File: config.mk
export PLATFORM = sky130hd
export DESIGN_NAME = blink_sequencer
export DESIGN_NICKNAME = d
export VERILOG_FILES = /design/src/rtl/blink_sequencer.sv
export SDC_FILE = /design/constraint.sdc
export NUM_CORES = 1
export LEC_CHECK = 0
export ABC_AREA = 1
export BUFFER_PORTS_ARGS = -buffer_cell sky130_fd_sc_hd__buf_2
export CAP_MARGIN = 20
export CORE_ASPECT_RATIO = 1.4
export CORE_MARGIN = 2
export CORE_UTILIZATION = 46
export CTS_BUF_LIST = sky130_fd_sc_hd__clkbuf_4
export CTS_CLUSTER_SIZE = 10
export DETAILED_ROUTE_END_ITERATION = 8
export PLACE_DENSITY_LB_ADDON = 0.25
export SLEW_MARGIN = 40
export SYNTH_ARGS = -nofsm -noshare
export SYNTH_HDL_FRONTEND = slang
export SYNTH_SLANG_ARGS = --single-unit
File: constraint.sdc
create_clock -name hwclk -period 2.4 [get_ports hwclk]
set_clock_uncertainty 0.05 [all_clocks]
set_input_delay 0.48 -clock hwclk [delete_from_list [all_inputs] [get_ports hwclk]]
set_output_delay 0.48 -clock hwclk [all_outputs]
set_load 0.1 [all_outputs]
File: src/rtl/blink_sequencer.sv
// blink_sequencer: plays a fixed table of (on, off, reps) segments to a downstream
// pattern generator, with inter-segment gaps, abort and a per-segment RUN watchdog.
module blink_sequencer #(
  parameter int GAP_CYCLES  = 4,
  parameter int TIME_SCALE  = 1,
  parameter int WDOG_CYCLES = 1024
) (
  input  logic        hwclk,
  input  logic        rst,
  input  logic        start,
  input  logic [1:0]  code_sel,
  input  logic        abort,
  input  logic        pat_done,
  output logic        pat_enable,
  output logic [31:0] pat_ontime,
  output logic [31:0] pat_offtime,
  output logic [7:0]  pat_reps,
  output logic        busy,
  output logic [1:0]  seg_idx,
  output logic        seq_done,
  output logic        err
);
  localparam logic [2:0] S_IDLE = 3'd0;
  localparam logic [2:0] S_LOAD = 3'd1;
  localparam logic [2:0] S_RUN  = 3'd2;
  localparam logic [2:0] S_GAP  = 3'd3;
  localparam logic [2:0] S_FIN  = 3'd4;
  localparam logic [31:0] SCALE = 32'(TIME_SCALE);
  // LOAD is itself an enable-low cycle, so GAP holds one cycle fewer than GAP_CYCLES
  localparam logic [31:0] GAP_LAST  = 32'(GAP_CYCLES - 2);
  localparam logic [31:0] WDOG_LAST = 32'(WDOG_CYCLES - 1);
  localparam bit HAS_GAP = GAP_CYCLES > 1;

  logic [2:0]  r_state, w_nxt;
  logic [1:0]  r_code, r_seg, w_code, w_seg, w_last_idx;
  logic [31:0] r_cnt, r_on, r_off;
  logic [7:0]  r_reps;
  logic [23:0] w_ent;
  logic        r_en, r_busy, r_done, r_err, w_last, w_wdog, w_take;

  assign w_code     = (r_state == S_IDLE) ? code_sel : r_code;
  assign w_seg      = (r_state == S_IDLE) ? 2'd0 : r_seg + 2'd1;
  assign w_last_idx = (r_code == 2'd1) ? 2'd1 : (r_code == 2'd2) ? 2'd2 : 2'd0;
  assign w_last     = r_seg == w_last_idx;
  assign w_take     = r_state == S_IDLE && start && !abort;
  assign w_wdog     = r_state == S_RUN && !abort && !pat_done && r_cnt == WDOG_LAST;

  always_comb begin
    case ({w_code, w_seg})
      4'b00_00: w_ent = {8'd3, 8'd2, 8'd2};
      4'b01_00: w_ent = {8'd1, 8'd1, 8'd3};
      4'b01_01: w_ent = {8'd4, 8'd4, 8'd1};
      4'b10_00: w_ent = {8'd1, 8'd1, 8'd2};
      4'b10_01: w_ent = {8'd5, 8'd1, 8'd1};
      4'b10_10: w_ent = {8'd1, 8'd1, 8'd2};
      4'b11_00: w_ent = {8'd2, 8'd2, 8'd1};
      default:  w_ent = '0;
    endcase
  end

  always_comb begin
    w_nxt = r_state;
    case (r_state)
      S_IDLE: w_nxt = w_take ? S_LOAD : S_IDLE;
      S_LOAD: w_nxt = S_RUN;
      S_RUN:  w_nxt = pat_done ? (w_last ? S_FIN : HAS_GAP ? S_GAP : S_LOAD) : w_wdog ? S_IDLE : S_RUN;
      S_GAP:  w_nxt = (r_cnt == GAP_LAST) ? S_LOAD : S_GAP;
      default: w_nxt = S_IDLE;
    endcase
    if (abort && r_state != S_IDLE) w_nxt = S_IDLE;
  end

  always_ff @(posedge hwclk or posedge rst) begin
    if (rst) begin
      r_state <= S_IDLE;
      r_code  <= '0;
      r_seg   <= '0;
      r_cnt   <= '0;
      r_on    <= '0;
      r_off   <= '0;
      r_reps  <= '0;
      r_en    <= 1'b0;
      r_busy  <= 1'b0;
      r_done  <= 1'b0;
      r_err   <= 1'b0;
    end else begin
      r_state <= w_nxt;
      r_busy  <= w_nxt != S_IDLE;
      r_en    <= w_nxt == S_RUN;
      r_done  <= w_nxt == S_FIN;
      r_cnt   <= (w_nxt == r_state && (r_state == S_RUN || r_state == S_GAP)) ? r_cnt + 32'd1 : '0;
      if (w_take) begin
        r_code <= code_sel;
        r_err  <= 1'b0;
      end
      if (w_wdog) r_err <= 1'b1;
      if (w_nxt == S_LOAD) begin
        r_seg  <= w_seg;
        r_on   <= {24'd0, w_ent[23:16]} * SCALE;
        r_off  <= {24'd0, w_ent[15:8]} * SCALE;
        r_reps <= w_ent[7:0];
      end
    end
  end

  assign pat_enable  = r_en;
  assign pat_ontime  = r_on;
  assign pat_offtime = r_off;
  assign pat_reps    = r_reps;
  assign busy        = r_busy;
  assign seg_idx     = r_seg;
  assign seq_done    = r_done;
  assign err         = r_err;
endmodule
After elaboration in Yosys (flattened, before gate mapping)
Index checks and enable logic that the tools add are counted.
- logic and storage cells: 62
- register bits after elaboration: 67
- muxes and demuxes: 15
- equality and inequality tests: 18
- reduce and logical (&&, ||, !) cells: 16
- add/subtract/negate cells: 2
- operator list (cell ; number):
    $pmux 19 s6 ; 1
    $add 32x1->32 const B ; 1
    $eq 32x10->1 const B ; 1
    $eq 32x2->1 const B ; 1
    $mux 32 ; 1
    $eq 4x4->1 const B ; 4
    $mux 2 ; 6
    $pmux 3 s4 ; 1
    $eq 3x2->1 const B ; 3
    $mux 3 ; 3
    $eq 4x3->1 const B ; 2
    $logic_and 1x1->1 ; 7
    $eq 3x1->1 const B ; 2
    $reduce_bool 3->1 ; 2
    $logic_not 4->1 ; 1
    $eq 3x3->1 ; 1
    $eq 3x3->1 const B ; 1
    $logic_not 3->1 ; 1
    $mux 1 ; 3
    $add 2x1->2 const B ; 1
    $eq 2x1->1 const B ; 1
    $eq 2x2->1 ; 1
    $eq 2x2->1 const B ; 1
    $logic_not 1->1 ; 2
    3 further kinds ; 3

Depth between registers and ports, before layout
Gate-level depths: netlist of the first run.
- word-level depth: 11
- depth in mapped cells: 14
- gate-level depth less buffers: 13

Worst setup path after synthesis of the first run
OpenSTA, ideal clock, no wires.
- kind: reg2reg
- start: reg r_seg[0], in the netlist seg_idx[0]
- end: reg r_cnt[22]
- slack: 333 ps
- buffers on the path: 1
- data arrival time: 1945 ps
- period minus slack after synthesis: 2067 ps
- required time: 2279 ps
- stages on the path, launching flop included: 12
- setup time: 71 ps
- cell sequence: dfrtp_1 > inv_1 > o21ai_0 > nand2_1 > nand3_1 > nand2_1 > inv_1 > nand2_2 > nand2_2 > nand3_4 > buf_6 > nor2_1
- longest elaborated chain between the ends: 8
- ends and longest elaborated chain (item ; RTL line ; text):
    from (decl) ; 35 ; logic [1:0] r_code, r_seg, w_code, w_seg, w_last_idx;
    from (signal assigned) ; 98 ; r_seg <= w_seg;
    $eq 2x2->1 ; 44 ; assign w_last = r_seg == w_last_idx;
    $mux 3 (2 in a row) ; 66 ; S_RUN: w_nxt = pat_done ? (w_last ? S_FIN : HAS_GAP ? S_GAP : S_LOAD) : w_wdog ? S_IDLE : S_RUN;
    $pmux 3 s4 ; 63 ; case (r_state)
    $mux 3 ; 70 ; if (abort && r_state != S_IDLE) w_nxt = S_IDLE;
    $eq 3x3->1 ; 91 ; r_cnt <= (w_nxt == r_state && (r_state == S_RUN || r_state == S_GAP)) ? r_cnt + 32'd1 : '0;
    $logic_and 1x1->1 ; 91 ;
    $mux 32 ; 91 ;
    to (signal assigned) ; 91 ;
    to (decl) ; 36 ; logic [31:0] r_cnt, r_on, r_off;
No other way between the ends.
A chain may end at the register's enable or synchronous reset.

Worst setup path in the final report of the first run
- start: reg r_cnt[0]
- end: reg r_cnt[24]
- longest elaborated chain between the ends: 9
- ends and longest elaborated chain (item ; RTL line ; text):
    $eq 32x10->1 ; 46 ; assign w_wdog = r_state == S_RUN && !abort && !pat_done && r_cnt == WDOG_LAST;
    $logic_and 1x1->1 ; 46 ;
    $mux 2 ; 66 ;
    $mux 3 ; 66 ;
    $pmux 3 s4 ; 63 ;
    $mux 3 ; 70 ;
    $eq 3x3->1 ; 91 ;
    $logic_and 1x1->1 ; 91 ;
    $mux 32 (*) ; 91 ;
Mark *: on every way between the ends. The rest lies on a longest branch, timed or not.

==> summary.txt, run 1 <==
Power
  – Gate power share: 0.601
  – Worst VDD drop: roughly 0.00066 V
  – Power Dens Cells: 1040 nW/um2
  – NetSw: roughly 2100 uW
  – Pwr Total: approximately 3600 uW
  – Static Leakage: 0.00170 uW
  – Clock power share: 0.108
  – Switching Fraction: 0.600
  – Sequential Power Share: 0.292
  – Power Internal: approximately 1400 uW

Die
  – Die height: around 110 um
  – Full die area: about 8200 um2
  – Die Span X: ~77 um
  – Effective utilization at floorplan: 0.471
  – Io pins: 85
  – Core area: 7310 um2
  – Cell row count: 37

Synth
  – Combinational family with the most area after synthesis: simple AND/OR/NAND/NOR gates
  – Simple-gate share of the synthesized area: 0.334
  – Synth Cell Area: around 3400 um2
  – EDFF count, synth: 0
  – Warnings, synthesis: 0
  – Compound-Gate Fraction of Synth Area: 0.00871
  – Mux share of post-synthesis cell area: 0
  – Adder-cell share of the synthesized area: 0.00726
  – Primary FF master, synth: dfrtp_1
  – Post-Synth XOR/XNOR Area: 0.0762
  – Cell count after synthesis: between 400 and 500
  – Synth unique cells: 27
  – Flops & latches, synth: 50
  – Asr flop ratio synth: 1.00
  – Syn avg cell area: 7.63 um2
  – Sequential area share after synthesis: 0.363

Clock network
  – Worst skew pair latency: 370 ps
  – Cts bufs inserted: 5
  – Hold_buf cts: 0
  – CTS root buf: clkbuf_4
  – Clock sinks: 50
  – Clock tree buffer depth: 2
  – Clock-pin slew on the worst setup and hold paths: between 100 and 150 ps
  – Post-CTS Setup Repair Bufs: 0
  – Htree depth: 2
  – Post_cts resized: 0
  – CTS tree: done

Placement
  – IO buf count: 20
  – Gp weighted congestion: 0.846
  – Dpl hpwl: roughly 5100 um

Detailed routing
  – Via-to-Cell Ratio: roughly 4.5
  – 1st-iter DRT viols: around 140
  – Vias: 2593
  – Total Wirelength: 6480 um
  – Post-DRT Antenna Nets: 0
  – Pre-Repair DR Iteration Count: 4
  – Drt drc: 0
  – WL per Instance: between 10 and 15 um

Layout
  – Antenna Diode Count: 0
  – Area grow syn2layout: -0.617%
  – Fin nets: about 480
  – Share of cells above drive strength 1: 0.135

Worst hold path
  – Min-delay worst type: in -> async

STA
  – Max-slew headroom: 0.607
  – Period utilisation layout: 0.894
  – Final min period: 2150 ps
  – Max-slew violations: 0
  – Fmax: 466 MHz
  – Worst-margin pin slew: about 600 ps
  – RSZ-0062 raised after global routing: no
  – Setup Viol. Count Final: 0
  – Final TNS setup: 0 ps
  – Final Hold Fails: 0

GRT
  – Vias in the first global route: roughly 2500
  – Total gr overflow: 0
  – Largest net degree at the start of global routing: 33
  – Total GRT Usage: 0.168
  – Met1 usage: 0.172
  – Antenna violations before repair: 0
  – Met2 GRT Util: 0.333
  – Met3 GRT Util: 0.0272
  – Global-route wire length before repair: 11100 um
  – GRT busiest layer: met2

Worst setup path
  – Cell mode on critical path: nand2_2
  – WP buf/inv: 0
  – Critical Path AT: 2340 ps
  – Reg2Reg Depth: 10
  – Crit path launch: r_cnt[0]
  – Reg2reg start: r_cnt[0]
  – Critical Path Fanout Max: 32
  – Req. time, crit path: 2590 ps
  – Kind of critical path: reg -> reg
  – Slowest stage delay, CP: ~430 ps
  – CP Capture Type: flip-flop
  – Slowest CP cell: dfrtp_1
  – Cell chain of the critical path: ha_1, nand2_2, nor2_2, nand2_1, nor2_1, nand2_1, nand2_2, nand2_2, nand3_4, nor2_1
  – Crit path max-delay family: simple AND/OR/NAND/NOR gates
  – Critical Path Stages: 10
  – Startpoint types: flip-flop

Run status
  – Outcome: completed

Job
  – Max_cap viols: 0
## final cells by class
type,count,area [um2]
timing repair buffer,24,130
clock buffer,6,45.0
multi-input combinational,350,1710
sequential,50,1250
clock inverter,2,8.76
fill,775,3890
tap,97,121
inverter,43,161
## routing by layer
metal / wire length [um] / up-vias
met5: 0 / -
met4: 165 / 0
met3: 242 / 13
met2: 3560 / 71
met1: 2510 / 1203
li1: - / 1306
## metrics by stage
stage / hold slack (ps) / std cells / setup WS [ps] / instance area [um2] / util
after floorplan: 419 / 515 / 333 / 3680 / -
after global placement: 401 / 564 / 313 / 3370 / 0.461
after detailed placement: 415 / 564 / 241 / 3370 / 0.461
after CTS: 121 / 572 / 229 / 3430 / 0.468
after global routing: 124 / 572 / 8.28 / 3430 / 0.468
final: 101 / 572 / 255 / 3430 / 0.468
## cells by family after synthesis
family                   after synthesis
AO/OA/AOI/OAI                          6
XOR/XNOR                              30
adder cells (fa/ha/maj)                2
buffers and inverters                115
flip-flops                            50
other                                  1
AND/OR/NAND/NOR                      248
## state kept, by name, indices dropped and copies added, names as in the netlist, 2 cells and up
register     count
pat_reps         2
r_cnt           32
seg_idx          2
pat_offtime      2
pat_ontime       3
r_state          3
r_code           2
## worst register-to-register path, cell delays in order, from the launching register on
cell,delay (ps)
dfrtp_1,430
ha_1,220
nand2_2,80
nor2_2,140
nand2_1,120
nor2_1,120
nand2_1,80
nand2_2,220
nand2_2,110
nand3_4,360
nor2_1,90
## worst paths after layout
| check | slack (ps) | endpoint |
|---|---|---|
| hold / removal | 100 | r_cnt[28] |
| setup / recovery | 250 | r_cnt[24] |
| setup reg to reg | 250 | r_cnt[24] |
| min in group hwclk | 300 | r_code[0] |
| hold reg to reg | 440 | pat_ontime[0] |
| max in group asynchronous | 1590 | r_state[0] |
## power by group through the flow
stage	Combinational [uW]	Sequential, uW	Clock [uW]
2_1_floorplan	1530	1560	0
3_3_place_gp	2120	1050	0
3_5_place_dp	2140	1060	0
4_1_cts	2150	1040	404
5_1_grt	2330	1050	425
6_report	2130	1040	383
## cells in the final DEF (no fill, tap or decap), drive strengths merged, types with 6 or more instances in the layout
master,n
xor2,17
nand3,24
dfrtp,50
nor3,12
inv,43
o21ai,6
clkbuf,6
buf,24
nand4,17
xnor2,13
conb,64
nand2,99
nor2,95
## synthesized netlist by cell type (2+ instances only)
cell | instances | area share
buf_4 | 67 | 0.15
buf_6 | 4 | 0.013
dfrtp_1 | 50 | 0.36
ha_1 | 2 | 0.0073
inv_1 | 42 | 0.046
nand2_1 | 93 | 0.10
nand2_2 | 5 | 0.0091
nand3_1 | 21 | 0.030
nand3_4 | 2 | 0.010
nand4_1 | 16 | 0.029
nor2_1 | 77 | 0.084
nor2_2 | 17 | 0.031
nor3_1 | 9 | 0.013
nor3_2 | 2 | 0.0058
o21ai_0 | 4 | 0.0058
o21ai_1 | 2 | 0.0029
xnor2_1 | 13 | 0.033
xor2_1 | 17 | 0.043
Power figures use the tool's default switching activity.
==> run 2, diff against run 1 <==
REMOVE_ABC_BUFFERS = 1   (was default)
==> summary.txt, run 2 (synthesis gave the netlist of run 1 again) <==
Run status
  – Outcome: completed

Worst setup path
  – Worst reg-to-reg setup slack: 260 ps (about the same)
  – Kind of critical path: reg -> reg
  – Cell chain of the critical path: ha_1, nand2_2, nor2_2, nand2_1, nor2_1, nand2_1, nand2_2, nand2_2, nand3_4, nor2_1
  – Reg-to-Reg End: r_cnt[17]
  – Slowest stage delay, CP: 430 ps (about the same)
  – CP Capture Type: flip-flop
  – Slowest CP cell: dfrtp_1
  – Crit path launch: r_cnt[0]
  – Critical Path Fanout Max: 32 (unchanged)
  – Reg2Reg Depth: 10 (unchanged)
  – Req. time, crit path: 2600 ps (about the same)
  – Startpoint types: flip-flop
  – Cell mode on critical path: nand2_2
  – Reg2reg start: r_cnt[0]
  – Critical Path AT: 2340 ps (about the same)

Die
  – Cell row count: 37 (unchanged)
  – Io pins: 85 (unchanged)
  – Die Span X: 77.2 um (unchanged)
  – Core area: 7310 um2 (unchanged)
  – Effective utilization at floorplan: 0.471 (unchanged)
  – Die height: 106 um (unchanged)
  – Full die area: 8210 um2 (unchanged)

Worst hold path
  – Min-delay worst type: in -> async

Layout
  – Largest Register: r_cnt
  – FILL cells: 754 (-2.7%)
  – Fin nets: 481 (-0.41%)
  – Most common cell after layout, fill and taps aside: nand2_1
  – Most frequent cells in the layout: 93 x nand2_1, 77 x nor2_1, 64 x conb_1
  – Share of cells above drive strength 1: 0.133 (-0.00154)
  – Max reg flops: 32 (unchanged)
  – Area grow syn2layout: -0.218%
  – Fin cells: 570 (-0.35%)
  – Sequential cell area: 1250 um2 (unchanged)
  – Design Area, Final: 3440 um2 (+0.40%)
  – Core Util, Final: 0.470 (+0.00188)
  – Multi-input gate area: 1710 um2 (unchanged)
  – Antenna Diode Count: 0 (unchanged)

Placement
  – Setup WS pre-CTS: 210 ps (-30.5 ps)
  – Gp weighted congestion: 0.909 (+7.4%)
  – Placed insts: 562 (-0.35%)
  – Dpl hpwl: 5090 um (-0.67%)
  – IO buf count: 20 (unchanged)
  – Area after DPL: 3360 um2 (-0.45%)

STA
  – Final min period: 2140 ps (-7.44 ps)
  – RSZ-0062 raised after global routing: no
  – Final Hold Fails: 0 (unchanged)
  – Worst-margin pin slew: 636 ps (+46.5 ps)
  – Max-slew violations: 0 (unchanged)
  – Fmax: 468 MHz (+0.35%)
  – Final TNS setup: 0 ps (unchanged)
  – Setup Viol. Count Final: 0 (unchanged)
  – Period utilisation layout: 0.891 (-0.00310)
  – Max-slew headroom: 0.576 (-0.0305)
  – Setup ws final: 262 ps (+7.44 ps)

GRT
  – Largest net degree at the start of global routing: 51 (+55%)
  – Vias in the first global route: 2556 (+2.0%)
  – Total gr overflow: 0 (unchanged)
  – Global-route wire length before repair: 11400 um (+2.4%)
  – Antenna violations before repair: 0 (unchanged)
  – Total GRT Usage: 0.170 (+0.00242)

Clock network
  – Clock tree buffer depth: 2 (unchanged)
  – Htree depth: 2 (unchanged)
  – Hold_buf cts: 0 (unchanged)
  – Cts bufs inserted: 5 (unchanged)
  – Clock sinks: 50 (unchanged)
  – CTS root buf: clkbuf_4
  – Post_cts resized: 0 (unchanged)
  – Post-CTS Setup Repair Bufs: 0 (unchanged)
  – Clock-pin slew on the worst setup and hold paths: 150 ps (about the same)
  – Worst skew pair latency: 370 ps (about the same)
  – CTS tree: done

Power
  – Sequential Power Share: 0.282 (-0.010)
  – Worst VDD drop: 0.000749 V (+14%)
  – Power Internal: 1510 uW (+6.6%)
  – Static Leakage: 0.00170 uW (-0.35%)
  – Power Dens Cells: 1070 nW/um2 (+2.7%)
  – Gate power share: 0.583 (-0.018)
  – Clock power share: 0.135 (+0.027)
  – Switching Fraction: 0.587 (-0.0135)
  – NetSw: 2150 uW (+0.82%)

Detailed routing
  – WL per Instance: 11.6 um (+2.5%)
  – 1st-iter DRT viols: 120 (-17%)
  – Post-DRT Antenna Nets: 0 (unchanged)
  – Vias: 2601 (+0.31%)
  – Pre-Repair DR Iteration Count: 4 (unchanged)
  – Drt drc: 0 (unchanged)
  – Total Wirelength: 6620 um (+2.2%)
  – Via-to-Cell Ratio: 4.56 (+0.66%)

Job
  – Max_cap viols: 0 (unchanged)
-- run 2: cell types whose count changed in the layout (fill, tap and decap cells not counted), sizes merged --
cell / change
bufinv: +1
buf: -2
clkbuf: -1
clkinvlp: +2
clkinv: -2
-- run 2: worst max path at each step --
stage,to
after floorplan,r_cnt[0]
after global placement,r_cnt[0]
after detailed placement,r_cnt[31]
after CTS,r_cnt[31]
after global routing,r_cnt[16]
final,r_cnt[17]
-- run 2: area by class of cell --
| type | instances | area share |
|---|---|---|
| clock buffers | 5 | 0.0109 |
| clock inverters | 3 | 0.0131 |
| inverters | 43 | 0.0469 |
| multi-input cells | 350 | 0.497 |
| flip-flops and latches | 50 | 0.364 |
| well taps | 97 | 0.0353 |
| repair buffers | 22 | 0.0335 |
-- run 2: power groups by stage --
stage | Sequential, uW | Clock (uW) | Combinational (uW)
after floorplan | 1600 | 0 | 1260
after global placement | 1050 | 0 | 2100
after detailed placement | 1050 | 0 | 2140
after CTS | 1040 | 519 | 2150
after global routing | 1050 | 548 | 2330
final | 1030 | 494 | 2140
-- run 2: layer usage --
| layer | track usage | wire [um] | up-vias |
|---|---|---|---|
| met2 | 0.320 | 3620 | 73 |
| met1 | 0.189 | 2570 | 1201 |
| met4 | 0.0714 | 205 | 0 |
| met3 | 0.0238 | 231 | 20 |
| li1 | - | - | 1307 |
| met5 | 0 | 0 | - |
-- run 2: through the flow --
stage | power, uW | hold slack (ps)
global route | 3930 | 251
finish | 3670 | 204
detailed placement | 3190 | 403
CTS | 3700 | 219
global placement | 3150 | 404
floorplan | 2860 | 424
-- run 2: critical path, delay by kind of cell (launching register included) --
family / cells / cell delay, ps
fa+ha+maj: 1 / 210
simple gates: 9 / 1310
flops: 1 / 430
==> run 3, diff against run 2 <==
CORE_MARGIN = 1   (was 2)
==> summary.txt, run 3 (synthesis gave the netlist of run 1 again) <==
Detailed routing
  – Total Wirelength: 6250 um (-5.7%)
  – 1st-iter DRT viols: 67 (-44%)
  – Vias: 2534 (-2.6%)
  – WL per Instance: 11.0 um (-5.7%)
  – Via-to-Cell Ratio: 4.45 (-2.6%)
  – Drt drc: 0 (unchanged)
  – Pre-Repair DR Iteration Count: 4 (unchanged)
  – Post-DRT Antenna Nets: 0 (unchanged)

Clock network
  – Worst skew pair latency: 360 ps (about the same)
  – Hold_buf cts: 0 (unchanged)
  – Htree depth: 2 (unchanged)
  – Clock-pin slew on the worst setup and hold paths: 150 ps (about the same)
  – Clock sinks: 50 (unchanged)
  – Cts bufs inserted: 5 (unchanged)
  – Post_cts resized: 0 (unchanged)
  – CTS tree: done
  – CTS root buf: clkbuf_4
  – Post-CTS Setup Repair Bufs: 0 (unchanged)
  – Clock tree buffer depth: 2 (unchanged)

STA
  – Max-slew violations: 0 (unchanged)
  – Final TNS setup: 0 ps (unchanged)
  – Fmax: 458 MHz (-2.0%)
  – Worst-margin pin slew: 657 ps (+21.5 ps)
  – Setup Viol. Count Final: 0 (unchanged)
  – Final min period: 2180 ps (+44.5 ps)
  – Final Hold Fails: 0 (unchanged)
  – Max-slew headroom: 0.562 (-0.0144)
  – RSZ-0062 raised after global routing: no
  – Period utilisation layout: 0.909 (+0.0186)
  – Setup ws final: 218 ps (-44.5 ps)

Worst setup path
  – Req. time, crit path: 2590 ps (about the same)
  – Reg2reg start: r_cnt[0]
  – Startpoint types: flip-flop
  – Worst reg-to-reg setup slack: 220 ps (-40 ps)
  – Crit path launch: r_cnt[0]
  – Reg-to-Reg End: r_cnt[15]
  – Critical Path Fanout Max: 32 (unchanged)
  – CP Capture Type: flip-flop
  – Reg2Reg Depth: 10 (unchanged)
  – Critical Path AT: 2370 ps (+30 ps)
  – Worst setup path endpoint: r_cnt[15]
  – Kind of critical path: reg -> reg

Placement
  – IO buf count: 20 (unchanged)
  – Dpl hpwl: 4770 um (-6.3%)
  – Placed insts: 562 (unchanged)
  – Setup WS pre-CTS: 228 ps (+17.3 ps)
  – Gp weighted congestion: 0.825 (-9.3%)

Layout
  – Antenna Diode Count: 0 (unchanged)
  – Most frequent cells in the layout: 93 x nand2_1, 77 x nor2_1, 64 x conb_1
  – Most common cell after layout, fill and taps aside: nand2_1
  – Area grow syn2layout: -0.363%
  – Largest Register: r_cnt
  – Fin cells: 570 (unchanged)
  – Sequential cell area: 1250 um2 (unchanged)
  – Multi-input gate area: 1710 um2 (unchanged)
  – Max reg flops: 32 (unchanged)
  – Share of cells above drive strength 1: 0.133 (unchanged)
  – Fin nets: 481 (unchanged)
  – FILL cells: 801 (+6.2%)

GRT
  – Total gr overflow: 0 (unchanged)
  – Met2 GRT Util: 0.319 (-0.00134)
  – Antenna violations before repair: 0 (unchanged)
  – Largest net degree at the start of global routing: 51 (unchanged)
  – Total GRT Usage: 0.177 (+0.00652)
  – Global-route wire length before repair: 10900 um (-4.4%)
  – Vias in the first global route: 2441 (-4.5%)
  – Met3 GRT Util: 0.0339 (+0.0101)
  – Met1 usage: 0.207 (+0.0172)
  – GRT busiest layer: met2

Power
  – Power Dens Cells: 1060 nW/um2 (-0.36%)
  – Static Leakage: 0.00171 uW (+0.44%)
  – Worst VDD drop: 0.000800 V (+6.8%)
  – Pwr Total: 3650 uW (-0.50%)

Die
  – Effective utilization at floorplan: 0.471 (unchanged)
  – Die height: 104 um (-1.9%)
  – Core area: 7310 um2 (unchanged)
  – Full die area: 7850 um2 (-4.4%)
  – Io pins: 85 (unchanged)
  – Die Span X: 75.2 um (-2.6%)
  – Cell row count: 37 (unchanged)

Worst hold path
  – Min-delay worst type: in -> async

Job
  – Max_cap viols: 0 (unchanged)

Run status
  – Outcome: completed
## run 3: cell count changes in the layout (fill, tap and decap cells not counted)
| cell | before | now |
|---|---|---|
| clkinv_2 | 0 | 2 |
| clkinvlp_4 | 2 | 0 |
## run 3: worst min path at each step
stage,slack (ps),endpoint,cells after the start,startpoint
global route,260,r_cnt[30],3,rst
detailed placement,410,pat_offtime[0],2,pat_offtime[0]
global placement,410,pat_reps[1],2,pat_reps[1]
finish,210,r_cnt[30],3,rst
CTS,220,pat_enable,3,rst
floorplan,420,r_cnt[0],1,r_cnt[0]
## run 3: final cells by class
type,instances,share of cell area
Multi-Input combinational cell,350,0.497
Inverter,43,0.0470
Clock buffer,5,0.0109
Timing Repair Buffer,22,0.0335
Tap cell,97,0.0353
Sequential cell,50,0.364
Clock inverter,3,0.0117
## run 3: power breakdown
part | internal, uW | switching [uW]
Combinational | 338 | 1790
Sequential | 959 | 75.9
Clock | 216 | 272
## run 3: stage by stage
stage | utilization | area [um2] | hold WS (ps)
2_1_floorplan | - | 3120 | 424
3_3_place_gp | 0.459 | 3360 | 406
3_5_place_dp | 0.459 | 3360 | 410
4_1_cts | 0.470 | 3430 | 224
5_1_grt | 0.470 | 3430 | 257
6_report | 0.470 | 3430 | 215
## run 3: critical path, cell delays in order, from the launching register on
cell	delay, ps
dfrtp_1	430
ha_1	220
nand2_2	80
nor2_2	140
nand2_1	120
nor2_1	120
nand2_1	80
nand2_2	230
nand2_2	120
nand3_4	370
nor2_1	100
## run 3: layer usage
metal / wire length, um / vias to the layer above
met3: 187 / 6
met4: 71 / 0
met5: 0 / -
met2: 3360 / 57
met1: 2640 / 1171
li1: - / 1300
